--- src/rtl/poly_arith_pkg.sv ---
// Shared constants for the q = 3329 polynomial arithmetic datapath.
package poly_arith_pkg;

  localparam int Q         = 3329;
  // -q^-1 mod 2^16, used by the Montgomery reduction
  localparam int Q_INV_NEG = 3327;
  // R^2 mod q and R mod q for R = 2^16
  localparam int R2_MOD_Q  = 1353;
  localparam int R_MOD_Q   = 2285;

  localparam int unsigned PROD_W  = 32;
  localparam int unsigned COEFF_W = 16;

endpackage

--- src/rtl/coeff_frame_counter.sv ---
// Per-polynomial coefficient index counter with wrap and last-flag generation.
// Ports:
//   clk, rst_n  clock, async active-low reset
//   advance     in   one coefficient handed off this cycle
//   idx         out  index of the current coefficient (registered)
//   at_last_c   out  idx is the final index of the polynomial
module coeff_frame_counter #(
  parameter int unsigned N_COEFFS = 256,
  parameter int unsigned IDX_W    = 8
) (
  input  logic             clk,
  input  logic             rst_n,
  input  logic             advance,
  output logic [IDX_W-1:0] idx,
  output logic             at_last_c
);

  localparam logic [IDX_W-1:0] LAST_IDX = IDX_W'(N_COEFFS - 1);

  assign at_last_c = (idx == LAST_IDX);

  // Wrap on the final handoff so back-to-back polynomials need no gap
  always_ff @(posedge clk or negedge rst_n) begin
    if (!rst_n) begin
      idx <= '0;
    end else if (advance) begin
      idx <= at_last_c ? '0 : idx + IDX_W'(1);
    end
  end

endmodule

--- src/rtl/modular_reduce.sv ---
// Combinational Montgomery reduction: t = z * R^-1 mod q, with R = 2^16.
// Ports:
//   z    in  32  signed product, |z| < q*2^15
//   t_c  out 16  signed result in (-q, q)
module modular_reduce
  import poly_arith_pkg::*;
(
  input  logic signed [PROD_W-1:0]  z,
  output logic signed [COEFF_W-1:0] t_c
);

  logic signed [COEFF_W-1:0] m;
  logic signed [PROD_W-1:0]  sum;

  // m is taken as signed so m*q stays within +-q*2^15, keeping |t| < q
  always_comb begin
    m   = COEFF_W'(z * PROD_W'(Q_INV_NEG));
    sum = z + PROD_W'(m) * PROD_W'(Q);
    t_c = COEFF_W'(sum >>> 16);
  end

endmodule

--- src/rtl/mont_domain_convert.sv ---
// Streaming conversion of coefficients into the Montgomery domain:
// a -> a*R mod q by multiplying with R^2 mod q and Montgomery-reducing.
// Two-stage pipeline, valid/ready on both sides, per-polynomial framing.
// Ports:
//   clk_i, rst_ni  clock, async active-low reset
//   valid_i        input coefficient valid
//   ready_o        block accepts a coefficient this cycle (from ready_i)
//   coeff_i        signed input coefficient, |a| < 2^15
//   valid_o        output coefficient valid
//   ready_i        downstream accepts output
//   coeff_o        signed Montgomery-domain coefficient in (-q, q)
//   last_o         final coefficient of a polynomial
//   idx_o          index of the current output within its polynomial
module mont_domain_convert
  import poly_arith_pkg::*;
#(
  parameter int unsigned N_COEFFS = 256,
  parameter int          R2_MOD_Q = poly_arith_pkg::R2_MOD_Q
) (
  input  logic                      clk_i,
  input  logic                      rst_ni,
  input  logic                      valid_i,
  output logic                      ready_o,
  input  logic signed [COEFF_W-1:0] coeff_i,
  output logic                      valid_o,
  input  logic                      ready_i,
  output logic signed [COEFF_W-1:0] coeff_o,
  output logic                      last_o,
  output logic [7:0]                idx_o
);

  localparam int unsigned IDX_W = 8;

  logic                      adv_c;
  logic                      s1_valid;
  logic signed [PROD_W-1:0]  s1_prod;
  logic signed [PROD_W-1:0]  prod_c;
  logic signed [COEFF_W-1:0] red_c;
  logic                      at_last_c;

  // Whole pipeline moves whenever the output slot is empty or being drained
  assign adv_c   = !valid_o || ready_i;
  assign ready_o = adv_c;

  assign prod_c = PROD_W'(coeff_i) * PROD_W'(R2_MOD_Q);

  modular_reduce u_reduce (
    .z   (s1_prod),
    .t_c (red_c)
  );

  // Stage 1 holds the product, stage 2 the reduced result
  always_ff @(posedge clk_i or negedge rst_ni) begin
    if (!rst_ni) begin
      s1_valid <= 1'b0;
      s1_prod  <= '0;
      valid_o  <= 1'b0;
      coeff_o  <= '0;
    end else if (adv_c) begin
      s1_valid <= valid_i;
      if (valid_i) begin
        s1_prod <= prod_c;
      end
      valid_o <= s1_valid;
      if (s1_valid) begin
        coeff_o <= red_c;
      end
    end
  end

  coeff_frame_counter #(
    .N_COEFFS (N_COEFFS),
    .IDX_W    (IDX_W)
  ) u_frame (
    .clk       (clk_i),
    .rst_n     (rst_ni),
    .advance   (valid_o && ready_i),
    .idx       (idx_o),
    .at_last_c (at_last_c)
  );

  assign last_o = valid_o && at_last_c;

endmodule

--- config.mk ---
export PLATFORM = sky130hd
export DESIGN_NAME = mont_domain_convert
export DESIGN_NICKNAME = d
export VERILOG_FILES = /design/src/rtl/poly_arith_pkg.sv /design/src/rtl/coeff_frame_counter.sv /design/src/rtl/modular_reduce.sv /design/src/rtl/mont_domain_convert.sv
export SDC_FILE = /design/constraint.sdc
export NUM_CORES = 1
export LEC_CHECK = 0
export CAP_MARGIN = 10
export CORE_MARGIN = 2
export CORE_UTILIZATION = 45
export DETAILED_ROUTE_END_ITERATION = 16
export SYNTH_ARGS = -nofsm -noshare
export SYNTH_HDL_FRONTEND = slang
export SYNTH_SLANG_ARGS = --single-unit
--- constraint.sdc ---
create_clock -name clk_i -period 9.7 [get_ports clk_i]
set_input_delay 1.94 -clock clk_i [delete_from_list [all_inputs] [get_ports clk_i]]
set_output_delay 1.94 -clock clk_i [all_outputs]
set_load 0.005 [all_outputs]
==> results of run 1 <==
## worst reg2reg max path: cells and delay by family (launching register included)
family	cells	cell delay, ns
adder cells (fa/ha/maj)	12	5.11
AO/OA/AOI/OAI	9	1.55
AND/OR/NAND/NOR	5	0.81
buffers and inverters	8	0.67
XOR/XNOR	3	0.48
flip-flops	1	0.45
## cell families (layout without fill, tap and decap cells)
group	count (synthesis)	in the layout	synth area share [%]
simple gates	190	190	7.96
buf+inv	291	355	10.0
flops	54	54	12.2
mux	11	11	1.09
fa+ha+maj	366	366	50.3
compound gates	198	198	11.9
xor+xnor	82	82	6.50
## state kept, by name, indices dropped and copies added, names as in the netlist
register	cells
coeff_o	16
s1_prod	28
s1_valid	1
u_frame.idx	8
valid_o	1
## layer usage
layer	track usage, %	vias up	share of wire (%)
li1	-	4008	-
met1	25.3	3702	51
met2	29.5	69	46
met3	1.45	14	1.6
met4	3.73	0	1.0
met5	0	-	0
## through the flow
| step | utilization [%] | instance area (um2) | hold WS [ns] | setup WS [ns] | setup TNS [ns] |
|---|---|---|---|---|---|
| detailed placement | 49.3 | 12000 | 0.465 | 0.182 | 0 |
| CTS | 50.0 | 12100 | 0.485 | 0.138 | 0 |
| finish | 50.5 | 12200 | 0.481 | 0.484 | 0 |
| global route | 50.5 | 12200 | 0.516 | -0.0305 | -0.0608 |
| global placement | 49.3 | 12000 | 0.462 | 0.360 | 0 |
| floorplan | - | 11100 | 0.450 | 0.614 | 0 |
## final timing paths
kind	end	slack (ns)	cells after the start
worst max-delay path	coeff_o[12]$_DFFE_PN0P_	0.48	37
max in group asynchronous	s1_prod[6]$_DFFE_PN0P_	7.42	2
min in group asynchronous	coeff_o[15]$_DFFE_PN0P_	1.76	2
worst min-delay path	coeff_o[15]$_DFFE_PN0P_	0.48	1
worst min register to register	coeff_o[15]$_DFFE_PN0P_	0.48	1
worst max register to register	coeff_o[12]$_DFFE_PN0P_	0.48	37
## area by class of cell
class | instances | area (um2)
Timing Repair Buffer | 66 | 606
Clock inverter | 3 | 28.8
Clock buffer | 5 | 125
Multi-Input combinational cell | 847 | 8670
Inverter | 281 | 1050
Sequential cell | 54 | 1360
Tap cell | 324 | 405
Fill cell | 2318 | 12000
## cell usage in the layout (no fill, tap or decap), types with 3 or more instances in the layout
cell type and count:
o21a_1 7, mux2_2 8, dfrtp_2 6, o21ai_1 25, nor2_1 41, o21bai_1 8
clkdlybuf4s50_1 45, mux2i_1 3, a21oi_1 46, or3_1 3, o31ai_1 3, a2111o_1 4
and2_1 9, xnor2_1 57, nor3_1 15, a21o_1 21, buf_4 20, nand4_1 8
a211o_1 4, ha_1 235, dfrtp_1 48, nand2_1 71, nand3_1 9, xor2_1 23
o21ai_0 34, nand2b_1 10, nor2b_1 8, and3_1 7, fa_1 131, a211oi_2 4
inv_1 279, a211oi_1 6, clkbuf_16 5, a31oi_1 5
## timing repair
item                       in CTS  in global routing
gates resized for setup         0                 17
buffers inserted                0                  7
setup endpoints to repair       0                  6
==> results_dict.tcl, run 1 <==
set metrics [dict create \
    synthTopCellsByArea "ha_1, fa_1, dfrtp_1" \
    run_status "completed" \
    dp_hpwl_um 19000 \
    cpMostUsedCell "fa_1" \
    crit_family "adder cells" \
    grt_start_max_net_pins 55 \
    coreArea_mm2 0.0242 \
    synth.largest_area_cell "ha_1" \
    cts_sinks 54 \
    areaGrowthSynthToFinish_pct 10.7 \
    cts_tree "built" \
    antenna_found_initial 0 \
    placed_cells 1565 \
    grt_pass1_wl_um 37300 \
    slew_headroom_pct 35.5 \
    required_ns 9.87 \
    worst_slew_pin_slew_ns 0.966 \
    max_freq_ghz 0.109 \
    setup_viol 0 \
    clk_path_buf_depth 2 \
    port_buffers 46 \
    synth_cell_types 59 \
    syn_area_mm2 0.0111 \
    synthArstFlopShare_pct 100 \
    ys_warn_count 0 \
    cp-start-kind "flip-flop" \
    crit_slowest_cell "fa_1" \
    viasPerCell 4.93 \
    drt_iter0_drc 362 \
    htree_levels 2 \
    ios 47 \
    clockRootBuffer "clkbuf_16" \
    period_share_pct 95.0 \
    grt_use_total_pct 17.7 \
    synth_fp_nets 1578 \
    placementRows 57 \
    diodes 0 \
    gp_congestion 0.860 \
    fin_skew_ns 0.0147 \
    nets 1641 \
    arrival_ns 9.39 \
    die_h_um 161 \
    die_area_mm2 0.0258 \
    cts_made_buffers 5 \
    ys_seq_area_share_pct 12.2 \
    instances_no_fill 1580 \
    drive_gt1_share_pct 5.18 \
    first_global_vias 7893 \
    netlist.area_leader.share_pct 26.6 \
    worstSetupEndpointType "flip-flop" \
    cp-startpoint "s1_prod[7]$_DFFE_PN0P_" \
    ys_seq_elements 54 \
    cp_max_fo 5 \
    synth_commonest_cells "inv_1, ha_1, fa_1, nand2_1, xnor2_1" \
    num_vias 7793 \
    drc 0 \
    synth_enable_flop_cells 0 \
    yosysMostFrequentCell "inv_1" \
    clk_pin_slew_worst_paths_ns 0.08 \
    hold_violations 0 \
    start_util_pct 45.6 \
    timing.rr.start "s1_prod[7]$_DFFE_PN0P_" \
    slowest_delay_ns 0.55 \
    post-route-min-period_ns 9.22 \
    netlist_instances 1192 \
    hp-class "flip-flop to flip-flop" \
    wire_per_inst_um 13.7 \
    hold_buffers 0 \
    critPathBufInv 8 \
    dr.pass1.iters 4 \
    ys.flop_type "dfrtp_1" \
    clk_latency_ns 0.32 \
    antenna_left 0 \
    slew_viol_final 0 \
    overflow 0 \
    hp-start "coeff_o[15]$_DFFE_PN0P_" \
    avgSynthCellArea_um2 9.28 \
    critPathKind "flip-flop to flip-flop" \
    drv_cap 0 \
    drt-total-wl_um 21600 \
    fp.dieW_um 161 \
]
Power of run 1 is left out: the tool's default activity adds up to more than one toggle a clock period on the data nets, which glitch-free logic cannot reach.
==> run 2: changes to the inputs <==
GPL_ROUTABILITY_DRIVEN = 0   (was not set)
==> results of run 2 <==
No change in the layout: final DEF, timing and power equal those of run 1.
Power of run 2 is left out for the same reason.
